## config.mk

```make
export PLATFORM = sky130hd
export DESIGN_NAME = adder_operand_loader_flat
export DESIGN_NICKNAME = d
export VERILOG_FILES = /design/src/rtl/adder_operand_loader_if.sv /design/src/rtl/adder_operand_loader.sv /design/src/flat_wrapper.sv
export SDC_FILE = /design/constraint.sdc
export NUM_CORES = 1
export LEC_CHECK = 0
export CORE_MARGIN = 2
export CORE_UTILIZATION = 49
export DETAILED_ROUTE_END_ITERATION = 8
export HOLD_SLACK_MARGIN = 0.12
export MAX_ROUTING_LAYER = met4
export PLACE_DENSITY = 0.83
export SETUP_SLACK_MARGIN = 0.1
export SLEW_MARGIN = 25
export SYNTH_ARGS = -nofsm -noshare
export SYNTH_HDL_FRONTEND = slang
export SYNTH_SLANG_ARGS = --single-unit
```

## constraint.sdc

```tcl
create_clock -name clk -period 9.7 [get_ports clk]
set_input_delay 1.94 -clock clk [delete_from_list [all_inputs] [get_ports clk]]
set_output_delay 1.94 -clock clk [all_outputs]
set_load 0.1 [all_outputs]
```

## src/rtl/adder_operand_loader_if.sv

```systemverilog
// Byte-stream input and operand-frame output bundle for the adder operand loader.
interface adder_operand_loader_if #(
  parameter int DATA_W = 100,
  parameter int BYTE_W = 8
);
  logic [BYTE_W-1:0] in_data;
  logic              in_valid;
  logic              in_ready;
  logic [DATA_W-1:0] out_a;
  logic [DATA_W-1:0] out_b;
  logic              out_cin;
  logic              out_valid;
  logic              out_ready;

  // Stream source plus frame consumer side.
  modport master (
    output in_data, in_valid, out_ready,
    input  in_ready, out_a, out_b, out_cin, out_valid
  );

  // Loader side.
  modport slave (
    input  in_data, in_valid, out_ready,
    output in_ready, out_a, out_b, out_cin, out_valid
  );
endinterface

```

## src/rtl/adder_operand_loader.sv

```systemverilog
// Assembles operand A, operand B and carry-in for the wide adder from a
// byte-serial stream, then holds the frame until the consumer takes it.
//
// state    | meaning
// LOAD_A   | collecting operand A bytes, LS byte first
// LOAD_B   | collecting operand B bytes, LS byte first
// LOAD_CIN | waiting for the single carry byte (bit 0 used)
// PRESENT  | frame complete, outputs frozen until out_ready
module adder_operand_loader #(
  parameter int DATA_W = 100,
  parameter int BYTE_W = 8
) (
  input  logic clk,
  input  logic rst,
  input  logic flush_i,
  adder_operand_loader_if.slave bus
);

  localparam int NBYTES = (DATA_W + BYTE_W - 1) / BYTE_W;
  localparam int CNT_W  = $clog2(NBYTES);
  localparam int SH_W   = $clog2(DATA_W);
  localparam logic [CNT_W-1:0] LAST = CNT_W'(NBYTES - 1);

  typedef enum logic [1:0] {LOAD_A, LOAD_B, LOAD_CIN, PRESENT} state_t;

  state_t            state_q;
  logic [CNT_W-1:0]  cnt_q;
  logic [DATA_W-1:0] a_q, b_q;
  logic              cin_q;
  logic              in_ready_q;
  logic              out_valid_q;

  logic              accept;
  logic [SH_W-1:0]   shift;
  logic [DATA_W-1:0] byte_mask;
  logic [DATA_W-1:0] byte_val;
  logic [DATA_W-1:0] a_d, b_d;

  assign accept = bus.in_valid && in_ready_q;

  // Shifting the full-width byte up to its lane drops whatever spills past
  // the operand MSB, which is how the unused top nibble of the last byte
  // disappears.
  assign shift     = SH_W'(cnt_q) * SH_W'(BYTE_W);
  assign byte_mask = {{(DATA_W-BYTE_W){1'b0}}, {BYTE_W{1'b1}}} << shift;
  assign byte_val  = {{(DATA_W-BYTE_W){1'b0}}, bus.in_data} << shift;
  assign a_d       = (a_q & ~byte_mask) | byte_val;
  assign b_d       = (b_q & ~byte_mask) | byte_val;

  // Frame sequencing, byte placement and registered handshake outputs.
  always_ff @(posedge clk or posedge rst) begin
    if (rst) begin
      state_q     <= LOAD_A;
      cnt_q       <= '0;
      a_q         <= '0;
      b_q         <= '0;
      cin_q       <= 1'b0;
      in_ready_q  <= 1'b1;
      out_valid_q <= 1'b0;
    end else if (flush_i) begin
      state_q     <= LOAD_A;
      cnt_q       <= '0;
      a_q         <= '0;
      b_q         <= '0;
      cin_q       <= 1'b0;
      in_ready_q  <= 1'b1;
      out_valid_q <= 1'b0;
    end else begin
      case (state_q)
        LOAD_A: begin
          if (accept) begin
            a_q <= a_d;
            if (cnt_q == LAST) begin
              cnt_q   <= '0;
              state_q <= LOAD_B;
            end else begin
              cnt_q <= cnt_q + CNT_W'(1);
            end
          end
        end
        LOAD_B: begin
          if (accept) begin
            b_q <= b_d;
            if (cnt_q == LAST) begin
              cnt_q   <= '0;
              state_q <= LOAD_CIN;
            end else begin
              cnt_q <= cnt_q + CNT_W'(1);
            end
          end
        end
        LOAD_CIN: begin
          if (accept) begin
            cin_q       <= bus.in_data[0];
            state_q     <= PRESENT;
            in_ready_q  <= 1'b0;
            out_valid_q <= 1'b1;
          end
        end
        PRESENT: begin
          if (bus.out_ready) begin
            cnt_q       <= '0;
            state_q     <= LOAD_A;
            in_ready_q  <= 1'b1;
            out_valid_q <= 1'b0;
          end
        end
        default: begin
          cnt_q       <= '0;
          state_q     <= LOAD_A;
          in_ready_q  <= 1'b1;
          out_valid_q <= 1'b0;
        end
      endcase
    end
  end

  assign bus.in_ready  = in_ready_q;
  assign bus.out_valid = out_valid_q;
  assign bus.out_a     = a_q;
  assign bus.out_b     = b_q;
  assign bus.out_cin   = cin_q;

endmodule

```

## src/flat_wrapper.sv

```systemverilog
// flat-port wrapper written by rule: the top's interface ports become plain ports
module adder_operand_loader_flat 
#(
  parameter int DATA_W = 100,
  parameter int BYTE_W = 8
)
  (clk, rst, flush_i, bus_in_data, bus_in_valid, bus_out_ready, bus_in_ready, bus_out_a, bus_out_b, bus_out_cin, bus_out_valid);
  adder_operand_loader_if #(.DATA_W(DATA_W), .BYTE_W(BYTE_W)) bus_i ();
  input  logic clk;
  input  logic rst;
  input  logic flush_i;
  input wire logic [$bits(bus_i.in_data)-1:0] bus_in_data;
  input wire logic [$bits(bus_i.in_valid)-1:0] bus_in_valid;
  input wire logic [$bits(bus_i.out_ready)-1:0] bus_out_ready;
  output wire logic [$bits(bus_i.in_ready)-1:0] bus_in_ready;
  output wire logic [$bits(bus_i.out_a)-1:0] bus_out_a;
  output wire logic [$bits(bus_i.out_b)-1:0] bus_out_b;
  output wire logic [$bits(bus_i.out_cin)-1:0] bus_out_cin;
  output wire logic [$bits(bus_i.out_valid)-1:0] bus_out_valid;
  assign bus_i.in_data = bus_in_data;
  assign bus_i.in_valid = bus_in_valid;
  assign bus_i.out_ready = bus_out_ready;
  assign bus_in_ready = bus_i.in_ready;
  assign bus_out_a = bus_i.out_a;
  assign bus_out_b = bus_i.out_b;
  assign bus_out_cin = bus_i.out_cin;
  assign bus_out_valid = bus_i.out_valid;
  adder_operand_loader #(.DATA_W(DATA_W), .BYTE_W(BYTE_W)) u_core (.clk(clk), .rst(rst), .flush_i(flush_i), .bus(bus_i));
endmodule
```

After elaboration in Yosys (flattened, before gate mapping)
Cells that the tools add are included.

operators by class
  $add $sub $neg = 1
  equality and inequality tests = 11
  shift operators = 2
  multiplexer cells = 30
  bitwise operators = 5
  reductions and logical operators = 15

operators with widths
  kind                   count
  $mux 100               6
  $and 100x100->100      2
  $or 100x100->100       2
  $not 100->100          1
  $shl 8x7->100          1
  $shl 8x7->100 const A  1
  $mux 4                 4
  $ne 3x2->1 const B     5
  $mux 2                 7
  $mux 1                 9
  $pmux 2 s4             1
  $pmux 4 s2             1
  $reduce_bool 2->1      4
  $reduce_and 2->1       3
  $reduce_and 3->1       2
  $reduce_and 6->1       1
  $reduce_bool 3->1      2
  $add 4x1->4 const B    1
  $eq 2x2->1 const B     2
  $eq 4x4->1 const B     1
  $pmux 1 s2             2
  $ne 3x1->1 const B     1
  $ne 3x3->1 const B     1
  $eq 2x1->1 const B     1
  3 further kinds        3

storage, ports and cells
  bits in registers = 209
  output and inout port bits = 203
  logic and storage cells = 71

Longest topological paths before layout
Gate-level depths: netlist of the first run.

  depth after elaboration = 7
  mapped depth = 8
  depth with buffers taken out = 6

Worst setup path after synthesis of the first run
OpenSTA, ideal clock, no wires.

  kind = input port to flip-flop
  from = in bus_in_valid
  to = reg u_core.state_q[0]
  library setup time = 0.125 ns
  data arrival time = 3.021 ns
  required time = 9.575 ns
  setup slack = 6.555 ns
  stages on the path = 5
  path buffers = 1
  cell sequence = buf_4 > nand2_1 > or3_1 > a21oi_1 > mux2_2

between the ends
  word-level cells in the longest chain between the ends = 3

RTL lines
  what                            RTL line                    text
  from (decl)                     flat_wrapper.sv:13          input wire logic [$bits(bus_i.in_valid)-1:0] bus_in_valid;
  $logic_and 1x1->1 (*)           adder_operand_loader.sv:39  assign accept = bus.in_valid && in_ready_q;
  $ne 3x2->1 (no line)            --
  $reduce_and 6->1 (no line) (*)  --
  to (signal assigned)            adder_operand_loader.sv:53  state_q <= LOAD_A;
  to (signal assigned)            adder_operand_loader.sv:61  state_q <= LOAD_A;
  to (signal assigned)            adder_operand_loader.sv:75  state_q <= LOAD_B;
  to (decl)                       adder_operand_loader.sv:26  state_t state_q;

Mark *: on every way between the ends. The rest lies on a longest branch, timed or not.
A chain may end at the register's enable or synchronous reset.

Worst setup path after layout of the first run
  from = reg u_core.in_ready_q (netlist: u_core.bus.in_ready)
  to = out bus_in_ready

RTL lines
  what                    RTL line                    text
  from (decl)             adder_operand_loader.sv:30  logic in_ready_q;
  from (signal assigned)  adder_operand_loader.sv:58  in_ready_q <= 1'b1;
  from (signal assigned)  adder_operand_loader.sv:66  in_ready_q <= 1'b1;
  from (signal assigned)  adder_operand_loader.sv:96  in_ready_q <= 1'b0;
  to (decl)               flat_wrapper.sv:15          output wire logic [$bits(bus_i.in_ready)-1:0] bus_in_ready;

No word-level cell between the ends.

==> results of run 1 <==
[state kept, by name, indices dropped and copies added (netlist names)]
| name | flops |
|---|---|
| u_core.bus.out_a | 100 |
| u_core.bus.out_b | 100 |
| u_core.cnt_q | 4 |
| u_core.state_q | 2 |
| u_core.bus.in_ready | 1 |
| u_core.bus.out_cin | 1 |
| u_core.bus.out_valid | 1 |
[how the worst max path moves through the flow]
stage	endpoint	slack, ps	start
floorplan	u_core.bus.out_a[0]$_DFFE_PP0P_	2050	rst
global placement	u_core.bus.out_b[21]$_DFFE_PP0P_	5360	bus_in_valid
detailed placement	u_core.bus.out_b[2]$_DFFE_PP0P_	5160	bus_in_valid
CTS	bus_in_ready	5430	u_core.bus.in_ready$_DFFE_PP1P_
global route	bus_in_ready	5390	u_core.bus.in_ready$_DFFE_PP1P_
finish	bus_in_ready	5440	u_core.bus.in_ready$_DFFE_PP1P_
[synth_stat cells, drive strengths merged (4+ instances only)]
library cell,number
a21oi,30
o21ai,9
a22o,192
inv,9
nand2b,4
and2,16
buf,15
and3,17
clkbuf,34
ha,10
nor2b,4
dfrtp,208
nand2,22
nor2,19
nor3,9
[through the flow]
step / util [%] / hold WS, ps / instance area, sq um
2_1_floorplan: - / 555 / 8160
3_3_place_gp: 63.5 / 469 / 10400
3_5_place_dp: 63.5 / 472 / 10400
4_1_cts: 67.7 / 486 / 11100
5_1_grt: 68.0 / 513 / 11200
6_report: 68.0 / 485 / 11200
[final cells by class]
class                   instances  area share (%)
clock buffers                  32            5.53
clock inverters                 4           0.695
inverters                       9           0.370
multi-input cells             353            24.0
flip-flops and latches        209            46.9
well taps                     220            2.47
repair buffers                223            20.0
[cell families (layout without fill, tap and decap cells)]
group                    count (synthesis)  in the layout  share of synthesized area (%)
AO/OA/AOI/OAI                          238            238                           23.7
adder cells (fa/ha/maj)                 10             10                           1.53
buffers and inverters                   58            268                           3.02
flip-flops                             209            209                           64.1
multiplexers                             6              6                          0.782
AND/OR/NAND/NOR                         99             99                           6.87
[placed cells by master, fill, tap and decap left out, types with 2 or more instances in the layout]
| cell type | netlist | final |
|---|---|---|
| a22o_1 | 192 | 192 |
| nor2_2 | 4 | 4 |
| clkbuf_8 | 0 | 5 |
| nor3_1 | 7 | 7 |
| dfrtp_1 | 208 | 208 |
| clkbuf_1 | 33 | 6 |
| nor3_4 | 2 | 2 |
| clkinv_4 | 0 | 2 |
| nor4_2 | 2 | 2 |
| mux2i_1 | 3 | 3 |
| clkbuf_16 | 0 | 21 |
| or3_1 | 2 | 2 |
| ha_1 | 10 | 10 |
| bufinv_16 | 0 | 2 |
| nor2_1 | 15 | 15 |
| and3_1 | 17 | 17 |
| a31oi_1 | 2 | 2 |
| nand3_2 | 2 | 2 |
| buf_4 | 2 | 6 |
| and2_1 | 16 | 16 |
| clkdlybuf4s50_1 | 0 | 214 |
| nand2b_1 | 4 | 4 |
| inv_1 | 9 | 8 |
| a21oi_1 | 30 | 30 |
| nor2b_1 | 4 | 4 |
| nand2_1 | 22 | 22 |
| mux2_2 | 3 | 3 |
| o21ai_0 | 9 | 9 |
[power by group through the flow]
stage	Sequential (mW)	Clock [mW]	Combinational, mW
CTS	0.915	0.827	0.331
finish	0.916	0.825	0.335
global route	0.918	0.869	0.353
detailed placement	0.931	0	0.330
floorplan	1.04	0	0.135
global placement	0.929	0	0.323
[metal layers]
metal	track usage (%)	part of all wire, %	vias up
li1	-	-	2733
met1	37.9	41	3260
met2	43.1	48	342
met3	5.06	7.9	57
met4	10.3	3.3	0
met5	-	0	-
==> results.txt, run 1 <==
----------------------------------------------------
[Worst setup path]
  Critical path startpoint category ... flop
  Critical Path Fanout Max ... 11
  Data arrival time of the critical path ... between 2000 and 2500 ps
  Crit path buffers/inverters ... 1
  Chain of cells forming the critical path ... clkdlybuf4s50_1
  Worst setup EP type ... primary output
  Peak per-stage delay on the critical path ... roughly 1200 ps
  Type of the worst setup path ... flop to primary output
  Depth of the worst register-to-register path ... 6
  Critical-path top delay cell ... clkdlybuf4s50_1
  Endpoint required time on the critical path ... about 7800 ps
  Worst reg2reg startpoint ... u_core.cnt_q[0]$_DFFE_PP0P_
  Cell type group with the largest total delay on the critical path ... buffers and inverters
  Total stage count of the critical path ... 1
  Worst R2R Setup Slack ... ~7100 ps
  Endpoint of the most critical register-to-register path ... u_core.state_q[0]$_DFFE_PP0P_

[Logic synthesis]
  Cells after Synth ... 620
  Number of warning messages in the yosys log ... 0
  Fraction of synthesized cell area taken by the top area cell type ... a little under two thirds
  Most common flop cell mapped by yosys ... dfrtp_1
  Area contributors post-synth ... dfrtp_1 (64%), a22o_1 (21%), a21oi_1 (1.8%), ha_1 (1.5%), clkbuf_1 (1.5%)
  Combined area of all synthesized cells ... 8160 sq um
  EDFF count, synth ... 0
  Net Count, Synth ... roughly 640
  Sequential fraction of the synthesis area ... around 64%
  Yosys top cell by area ... dfrtp_1
  Async set-reset flop share out of synthesis ... 100%
  Count of unique library cells instantiated by Yosys ... 35
  Average instance area after synthesis ... 13.2 sq um
  Register bit count reported by yosys ... 209

[Global route]
  Global-route wire length before repair ... approximately 37 mm
  Total global-route track usage ... 28.1%
  Pin count of the biggest net entering global routing ... between 100 and 150
  Overflow left after global routing ... 0
  Number of antenna violations at the first check in global routing ... 0
  Number of global-route vias before repair ... approximately 6200

[Final layout]
  Synth-to-layout area growth ... 36.8%
  Non-filler instance count after layout ... around 1100
  Antenna cells ... 0
  Sequential cell area in the final layout ... between 5000 and 6000 sq um
  Combined area of the multi-input logic cells ... 2680 sq um
  Final net count ... 840
  # fillers ... 1121
  Ratio of cells with drive above 1 in the final layout ... 6.75%

[STA]
  Count of endpoints failing hold in the final timing report ... 0
  Final Critical Period ... approximately 4300 ps
  Transition time at the pin with the least slew margin ... 1090 ps
  Post-route setup slack ... between 5000 and 6000 ps
  Max transition margin ... 27.4%
  Count of pins over their slew limit ... 0
  Fin Clk Skew ... 6.73 ps
  RSZ-0062 raised after global routing ... no
  Count of final setup violators ... 0
  Period Utilization, post-route ... between 40% and 50%
  Timing-limited maximum frequency ... about 230 MHz
  Sum of negative setup slack ... 0 ps

[Routing]
  Antenna violation net count after detailed routing ... 0
  Total Routed Length ... around 24 mm
  DR pass1 iterations ... 5
  Detailed-route via count ... 6392
  Average routed wire per standard cell ... 23.2 microns
  Post-detailed-route DRC marker count ... 0
  Vias/cell ... around 6
  DRC violation total after the first TritonRoute iteration ... 611

[Placement]
  Placer Congestion ... ~0.9
  Post-place setup slack ... approximately 5200 ps
  Half-perimeter wire length after detailed placement ... 16.6 mm
  Placed cell count ... just over 1000
  Count of buffers from port buffering ... about 220

[Clock network]
  Post-CTS Setup Repair Bufs ... 0
  Number of instances resized during post-cts repair ... 0
  CTS Buffer Depth ... 3
  TritonCTS clock tree ... built
  CTS H-tree lvls ... 1
  Number of sinks handled by clock tree synthesis ... ~210
  Number of CTS-inserted buffers ... 21
  Clock Pin Slew Worst Setup and Hold Paths ... approximately 60 ps
  Hold_buf cts ... 0
  Clock tree root driver cell ... clkbuf_16
  Insertion delay to the later sink of the worst-skew pair ... a little under 500 ps

[Floorplanning]
  Die H ... about 130 microns
  Initial cell density of the core ... between 40% and 50%
  Die ar. ... 17700 sq um
  Width of the die ... approximately 130 microns
  Site row count ... 47
  Top-Level Pins ... roughly 220
  Area of the core ... roughly 16000 sq um

[Min path]
  Worst Min Path Start ... u_core.bus.out_a[56]$_DFFE_PP0P_
  WHS Endpoint ... u_core.bus.out_a[56]$_DFFE_PP0P_
  Class of the most critical hold timing path ... flop to flop
  Worst Hold Depth ... 2

[Job]
  Maximum Capacitance Violations ... 0

[Outcome]
  Outcome ... finished clean

[Power and ir drop]
  Proportion of power drawn by flip-flops and latches ... about 44%
  Internal power component ... between 1 and 1.5 mW
  Max rail drop VDD ... between 0.1 and 0.15 mV
  Net switching share of the total power ... around 30%
  Post-layout power ... around 2.1 mW
  Static leakage power ... 5.09 nW
  P per Cell Area ... about 190 nW/um^2
  Logic pwr share ... around 16%
  Share of power burned in the clock network ... between 30% and 40%
  Net Sw Power ... 0.617 mW

----------------------------------------------------
No activity file was read; power rests on OpenSTA's default activity.
==> run 2: changes to the inputs <==
- clock period: 9.7 -> 4 ns (I/O delays scaled with it)
==> run 2 against run 1 <==
Net effect: worst setup slack worse by 4600 ps; die area stayed put; count of clock-buffer cells in the layout down 7; final area grew 0.71%; clock power grew to 2.7 times the previous value; worst hold slack better by 4.5 ps; wire length increased by 1.9%; combinational power grew 140%; global-route usage up 0.60 points; first-iteration DRC count up 5.9%; critical path type unchanged; critical endpoint unchanged; largest power group unchanged; highest routed layer unchanged.
==> results.txt, run 2 (synthesized netlist as in run 1, its figures left out) <==
----------------------------------------------------
[Outcome]
  Outcome ... finished clean (unchanged)

[Floorplanning]
  Area of the core ... 16400 sq um (unchanged)
  Die ar. ... 17700 sq um (unchanged)
  Width of the die ... 133 microns (unchanged)
  Site row count ... 47 (unchanged)
  Top-Level Pins ... 216 (unchanged)
  Die H ... 133 microns (unchanged)
  Initial cell density of the core ... 49.7% (unchanged)

[STA]
  RSZ-0062 raised after global routing ... no (unchanged)
  Timing-limited maximum frequency ... about 320 MHz
  Count of pins over their slew limit ... 0 (unchanged)
  Sum of negative setup slack ... 0 ps (unchanged)
  Final Critical Period ... around 3100 ps
  Period Utilization, post-route ... between 70 and 80%
  Transition time at the pin with the least slew margin ... 1080 ps (was 1090 ps)
  Fin Clk Skew ... 10.3 ps (was 6.73 ps)
  Max transition margin ... 27.8% (was 27.4%)
  Count of endpoints failing hold in the final timing report ... 0 (unchanged)
  Count of final setup violators ... 0 (unchanged)
  Final worst hold slack ... 490 ps (was 485 ps)

[Final layout]
  Combined area of the multi-input logic cells ... 2680 sq um (unchanged)
  Final net count ... 842 (was 840)
  # fillers ... 1114 (was 1121)
  Synth-to-layout area growth ... 37.7% (was 36.8%)
  Commonest non-fill, non-tap cells in the layout ... clkdlybuf4s50_1 (214), dfrtp_1 (208), a22o_1 (192) (unchanged)
  Antenna cells ... 0 (unchanged)
  Most frequent standard cell in the layout excluding fill and tap cells ... clkdlybuf4s50_1 (unchanged)
  Sequential cell area in the final layout ... 5230 sq um (unchanged)
  Ratio of cells with drive above 1 in the final layout ... 7.91% (was 6.75%)

[Clock network]
  Number of CTS-inserted buffers ... 21 (unchanged)
  Hold_buf cts ... 0 (unchanged)
  CTS H-tree lvls ... 1 (unchanged)
  CTS Buffer Depth ... 3 (unchanged)
  Clock Pin Slew Worst Setup and Hold Paths ... 70 ps (was 60 ps)
  Post-CTS Setup Repair Bufs ... 0 (unchanged)
  Number of instances resized during post-cts repair ... 0 (unchanged)
  Number of sinks handled by clock tree synthesis ... 209 (unchanged)
  Clock tree root driver cell ... clkbuf_16 (unchanged)
  TritonCTS clock tree ... built (unchanged)
  Insertion delay to the later sink of the worst-skew pair ... 500 ps (was 490 ps)

[Min path]
  Class of the most critical hold timing path ... flop to flop (unchanged)

[Worst setup path]
  Endpoint required time on the critical path ... 3200 ps (was 7760 ps)
  Chain of cells forming the critical path ... clkdlybuf4s50_1 (unchanged)
  Critical path startpoint category ... flop (unchanged)
  Cell type group with the largest total delay on the critical path ... buffers and inverters (unchanged)
  Peak per-stage delay on the critical path ... 1180 ps (about the same)
  Critical-path top delay cell ... clkdlybuf4s50_1 (unchanged)
  Type of the worst setup path ... flop to primary output (unchanged)
  Crit path buffers/inverters ... 1 (unchanged)
  Data arrival time of the critical path ... 2340 ps (was 2320 ps)
  Critical Path Fanout Max ... 11 (unchanged)
  Worst setup EP type ... primary output (unchanged)

[Global route]
  Total global-route track usage ... 28.7% (was 28.1%)
  Pin count of the biggest net entering global routing ... 146 (was 139)
  Number of antenna violations at the first check in global routing ... 0 (unchanged)
  Overflow left after global routing ... 0 (unchanged)
  Global-route wire length before repair ... 38.4 mm (was 37.1 mm)
  Number of global-route vias before repair ... 6404 (was 6225)

[Routing]
  Post-detailed-route DRC marker count ... 0 (unchanged)
  Detailed-route via count ... 6450 (was 6392)
  Average routed wire per standard cell ... 23.6 microns (was 23.2 microns)
  DRC violation total after the first TritonRoute iteration ... 647 (was 611)
  Vias/cell ... 6.12 (was 6.09)
  Total Routed Length ... 24.8 mm (was 24.4 mm)
  Antenna violation net count after detailed routing ... 0 (unchanged)
  DR pass1 iterations ... 5 (unchanged)

[Placement]
  Placer Congestion ... 0.897 (was 0.917)
  Half-perimeter wire length after detailed placement ... 17.1 mm (was 16.6 mm)
  Count of buffers from port buffering ... 215 (unchanged)

[Job]
  Maximum Capacitance Violations ... 0 (unchanged)

[Power and ir drop]
  Max rail drop VDD ... 0.349 mV (was 0.143 mV)
  Static leakage power ... 5.14 nW (was 5.09 nW)
  P per Cell Area ... 465 nW/um^2 (was 186 nW/um^2)

----------------------------------------------------
==> run 2: final cells by class <==
type                       instances  share of cell area, %
sequential                       209                   46.6
multi-input combinational        353                   23.9
timing repair buffer             225                   19.9
clock buffer                      25                   5.17
tap                              220                   2.45
clock inverter                    13                   1.75
inverter                           9                  0.334
==> run 2: stage by stage <==
| stage | util (%) | area (sq um) | power [mW] | std cells | setup slack (ps) |
|---|---|---|---|---|---|
| after floorplan | - | 8160 | 2.84 | 620 | 487 |
| after global placement | 63.7 | 10500 | 3.04 | 1016 | 951 |
| after detailed placement | 63.7 | 10500 | 3.06 | 1016 | 813 |
| after CTS | 68.5 | 11200 | 5.24 | 1054 | 859 |
| after global routing | 68.5 | 11200 | 5.37 | 1054 | 825 |
| final | 68.5 | 11200 | 5.22 | 1054 | 862 |
==> run 2: worst paths after layout <==
kind	start	slack, ps	cells past startpoint	to
hold reg to reg	u_core.bus.out_a[58]$_DFFE_PP0P_	490	2	u_core.bus.out_a[58]$_DFFE_PP0P_
min in group asynchronous	rst	560	2	u_core.bus.out_b[76]$_DFFE_PP0P_
setup reg to reg	u_core.cnt_q[0]$_DFFE_PP0P_	1380	6	u_core.state_q[0]$_DFFE_PP0P_
max in group asynchronous	rst	2420	3	u_core.bus.out_b[57]$_DFFE_PP0P_
hold / removal	u_core.bus.out_a[58]$_DFFE_PP0P_	490	2	u_core.bus.out_a[58]$_DFFE_PP0P_
setup / recovery	u_core.bus.in_ready$_DFFE_PP1P_	860	1	bus_in_ready
==> run 2: tightest hold or removal path, stage by stage, from the launching register on <==
cell and delay, ps:
dfrtp_1 340, nand2_1 50, o21ai_0 60
==> run 2: metal layers <==
layer  up-vias  wire length [microns]  track usage [%]
li1       2726                      -                -
met1      3291                  10200             38.7
met2       373                  11800             43.7
met3        60                   1910             4.71
met4         0                    986             11.7
met5         -                      0                -
==> run 2: power breakdown <==
part | leakage [nW] | internal [mW] | total (mW) | switching (mW)
combinational | 1.85 | 0.186 | 0.813 | 0.627
sequential | 2.91 | 2.16 | 2.22 | 0.0610
clock | 0.386 | 1.36 | 2.19 | 0.830
==> run 3: changes to the inputs <==
- clock period: 4 -> 2.9 ns (I/O delays scaled with it)
==> run 3 against run 2 <==
Net effect: die area unchanged; largest power group unchanged; combinational power up 43%; sequential share of layout area up 1.7 points; sequential power up 37%; sequential cell count unchanged; total power up 36%; count of clock-buffer cells in the layout up 3.
==> results.txt, run 3 (synthesized netlist as in run 1, its figures left out) <==
----------------------------------------------------
[Placement]
  Placer Congestion ... 0.910 (was 0.897)
  Cell area reported after detailed placement ... 10100 sq um (was 10500 sq um)
  Half-perimeter wire length after detailed placement ... 17.4 mm (was 17.1 mm)
  Post-place setup slack ... 217 ps (was 813 ps)
  Placed cell count ... 1030 (was 1016)
  Count of buffers from port buffering ... 215 (unchanged)

[Final layout]
  Non-filler instance count after layout ... 1070 (was 1054)
  Cell area after layout ... 10800 sq um (was 11200 sq um)
  Synth-to-layout area growth ... 32.8% (was 37.7%)
  Final net count ... 857 (was 842)
  Most frequent standard cell in the layout excluding fill and tap cells ... buf_4 (was clkdlybuf4s50_1)
  Commonest non-fill, non-tap cells in the layout ... buf_4 (225), dfrtp_1 (208), a22o_1 (192) (was clkdlybuf4s50_1 (214), dfrtp_1 (208), a22o_1 (192))
  Ratio of cells with drive above 1 in the final layout ... 33.1% (was 7.91%)

[Worst setup path]
  Depth of the worst register-to-register path ... 6 (unchanged)
  Worst reg2reg startpoint ... u_core.cnt_q[0]$_DFFE_PP0P_ (unchanged)
  Cell type group with the largest total delay on the critical path ... simple AND/OR/NAND/NOR gates (was buffers and inverters)
  Type of the worst setup path ... input pin to flop (was flop to primary output)
  Critical-path top delay cell ... clkdlybuf4s50_1 (unchanged)
  Endpoint required time on the critical path ... 3290 ps (was 3200 ps)
  Data arrival time of the critical path ... 2620 ps (was 2340 ps)
  Chain of cells forming the critical path ... clkdlybuf4s50_1 > nand3_2 > nor2_2 > a21oi_1 > a22o_1 (was clkdlybuf4s50_1)
  Worst setup EP type ... flop (was primary output)
  Critical Path Fanout Max ... 9 (was 11)
  Crit path buffers/inverters ... 1 (unchanged)
  Critical path startpoint category ... input pin (was flop)
  Worst R2R Setup Slack ... 670 ps (was 1380 ps)
  Endpoint of the most critical register-to-register path ... u_core.state_q[0]$_DFFE_PP0P_ (unchanged)
  Peak per-stage delay on the critical path ... 670 ps (was 1180 ps)

[Min path]
  Class of the most critical hold timing path ... flop to flop (unchanged)
  Worst Min Path Start ... u_core.bus.out_a[62]$_DFFE_PP0P_ (was u_core.bus.out_a[58]$_DFFE_PP0P_)
  Worst Hold Depth ... 2 (unchanged)
  WHS Endpoint ... u_core.bus.out_a[62]$_DFFE_PP0P_ (was u_core.bus.out_a[58]$_DFFE_PP0P_)

[Power and ir drop]
  Max rail drop VDD ... 0.377 mV (was 0.349 mV)
  P per Cell Area ... 656 nW/um^2 (was 465 nW/um^2)
  Static leakage power ... 5.61 nW (was 5.14 nW)

[Clock network]
  Number of CTS-inserted buffers ... 22 (was 21)
  Number of instances resized during post-cts repair ... 0 (unchanged)
  Number of sinks handled by clock tree synthesis ... 209 (unchanged)
  Post-CTS Setup Repair Bufs ... 0 (unchanged)
  Clock tree root driver cell ... clkbuf_16 (unchanged)
  Clock Pin Slew Worst Setup and Hold Paths ... 60 ps (was 70 ps)
  Insertion delay to the later sink of the worst-skew pair ... 510 ps (was 500 ps)
  CTS Buffer Depth ... 3 (unchanged)
  CTS H-tree lvls ... 1 (unchanged)
  Hold_buf cts ... 0 (unchanged)
  TritonCTS clock tree ... built (unchanged)

[STA]
  Sum of negative setup slack ... 0 ps (unchanged)
  Timing-limited maximum frequency ... between 400 and 500 MHz
  Period Utilization, post-route ... 76.9%
  Count of pins over their slew limit ... 0 (unchanged)
  RSZ-0062 raised after global routing ... no (unchanged)
  Transition time at the pin with the least slew margin ... 778 ps (was 1080 ps)
  Max transition margin ... 48.2% (was 27.8%)
  Count of endpoints failing hold in the final timing report ... 0 (unchanged)
  Post-route setup slack ... 670 ps (was 862 ps)
  Fin Clk Skew ... 19.0 ps (was 10.3 ps)
  Final Critical Period ... approximately 2200 ps
  Count of final setup violators ... 0 (unchanged)
  Final worst hold slack ... 489 ps (was 490 ps)

[Routing]
  Average routed wire per standard cell ... 23.4 microns (was 23.6 microns)
  Detailed-route via count ... 6524 (was 6450)
  DR pass1 iterations ... 5 (unchanged)
  Total Routed Length ... 25.1 mm (was 24.8 mm)
  Post-detailed-route DRC marker count ... 0 (unchanged)
  Antenna violation net count after detailed routing ... 0 (unchanged)
  Vias/cell ... 6.10 (was 6.12)
  DRC violation total after the first TritonRoute iteration ... 558 (was 647)

[Global route]
  Total global-route track usage ... 28.6% (was 28.7%)
  Number of global-route vias before repair ... 6402 (was 6404)
  Overflow left after global routing ... 0 (unchanged)
  Number of antenna violations at the first check in global routing ... 2 (was 0)
  Global-route wire length before repair ... 37.9 mm (was 38.4 mm)
  Pin count of the biggest net entering global routing ... 108 (was 146)

[Floorplanning]
  Top-Level Pins ... 216 (unchanged)
  Die H ... 133 microns (unchanged)
  Die ar. ... 17700 sq um (unchanged)
  Initial cell density of the core ... 49.7% (unchanged)
  Site row count ... 47 (unchanged)
  Width of the die ... 133 microns (unchanged)
  Area of the core ... 16400 sq um (unchanged)

[Job]
  Maximum Capacitance Violations ... 0 (unchanged)

[Outcome]
  Outcome ... finished clean (unchanged)

----------------------------------------------------
## run 3: changes by cell type in the layout (fill, tap and decap cells not counted), moves of 2 or more
cell | before | now
bufinv_16 | 5 | 3
buf_4 | 9 | 225
clkinvlp_4 | 2 | 4
clkdlybuf4s50_1 | 214 | 11
clkinv_2 | 6 | 2
diode_2 | 0 | 2
clkbuf_1 | 0 | 2
## run 3: worst reg2reg max path: stages, from the launching register on
cell and delay, ps:
dfrtp_1 380, inv_1 150, ha_1 440, inv_1 90, or3_1 380, a21oi_1 300
mux2_2 370
## run 3: cell type report
cell class / instances / area [sq um]
diodes: 2 / 5.00
well taps: 220 / 275
clock inverters: 10 / 148
repair buffers: 239 / 1840
flip-flops and latches: 209 / 5230
clock buffers: 28 / 613
multi-input cells: 353 / 2680
inverters: 9 / 37.5
fillers: 1206 / 5570
## run 3: worst max-delay path by stage
stage / from / end / slack (ps) / cells after the start
after floorplan: rst / u_core.bus.out_a[0]$_DFFE_PP0P_ / -390 / 1
after global placement: bus_in_valid / u_core.bus.out_a[54]$_DFFE_PP0P_ / 310 / 5
after detailed placement: bus_in_valid / u_core.bus.out_b[12]$_DFFE_PP0P_ / 220 / 6
after CTS: bus_in_valid / u_core.bus.out_b[10]$_DFFE_PP0P_ / 720 / 6
after global routing: u_core.state_q[0]$_DFFE_PP0P_ / u_core.bus.out_a[83]$_DFFE_PP0P_ / 570 / 6
final: bus_in_valid / u_core.bus.out_a[83]$_DFFE_PP0P_ / 670 / 5
## run 3: metrics by stage
| stage | total power, mW | util (%) |
|---|---|---|
| after global placement | 4.20 | 61.4 |
| after floorplan | 3.92 | - |
| after CTS | 7.10 | 66.0 |
| after global routing | 7.31 | 66.0 |
| after detailed placement | 4.23 | 61.4 |
| final | 7.11 | 66.0 |
## run 3: power by group
part           total (mW)  leakage [nW]  switching [mW]  internal, mW
combinational        1.16          2.34           0.901         0.259
clock                2.91         0.364            1.15          1.77
sequential           3.04          2.91          0.0576          2.98
total                7.11          5.61            2.10          5.01
## run 3: layer usage
layer / vias up / track usage (%) / part of all wire [%]
met5: - / - / 0
met4: 0 / 11.1 / 3.7
met3: 70 / 4.02 / 7.0
met2: 354 / 44.7 / 49
met1: 3349 / 38.2 / 41
li1: 2751 / - / -
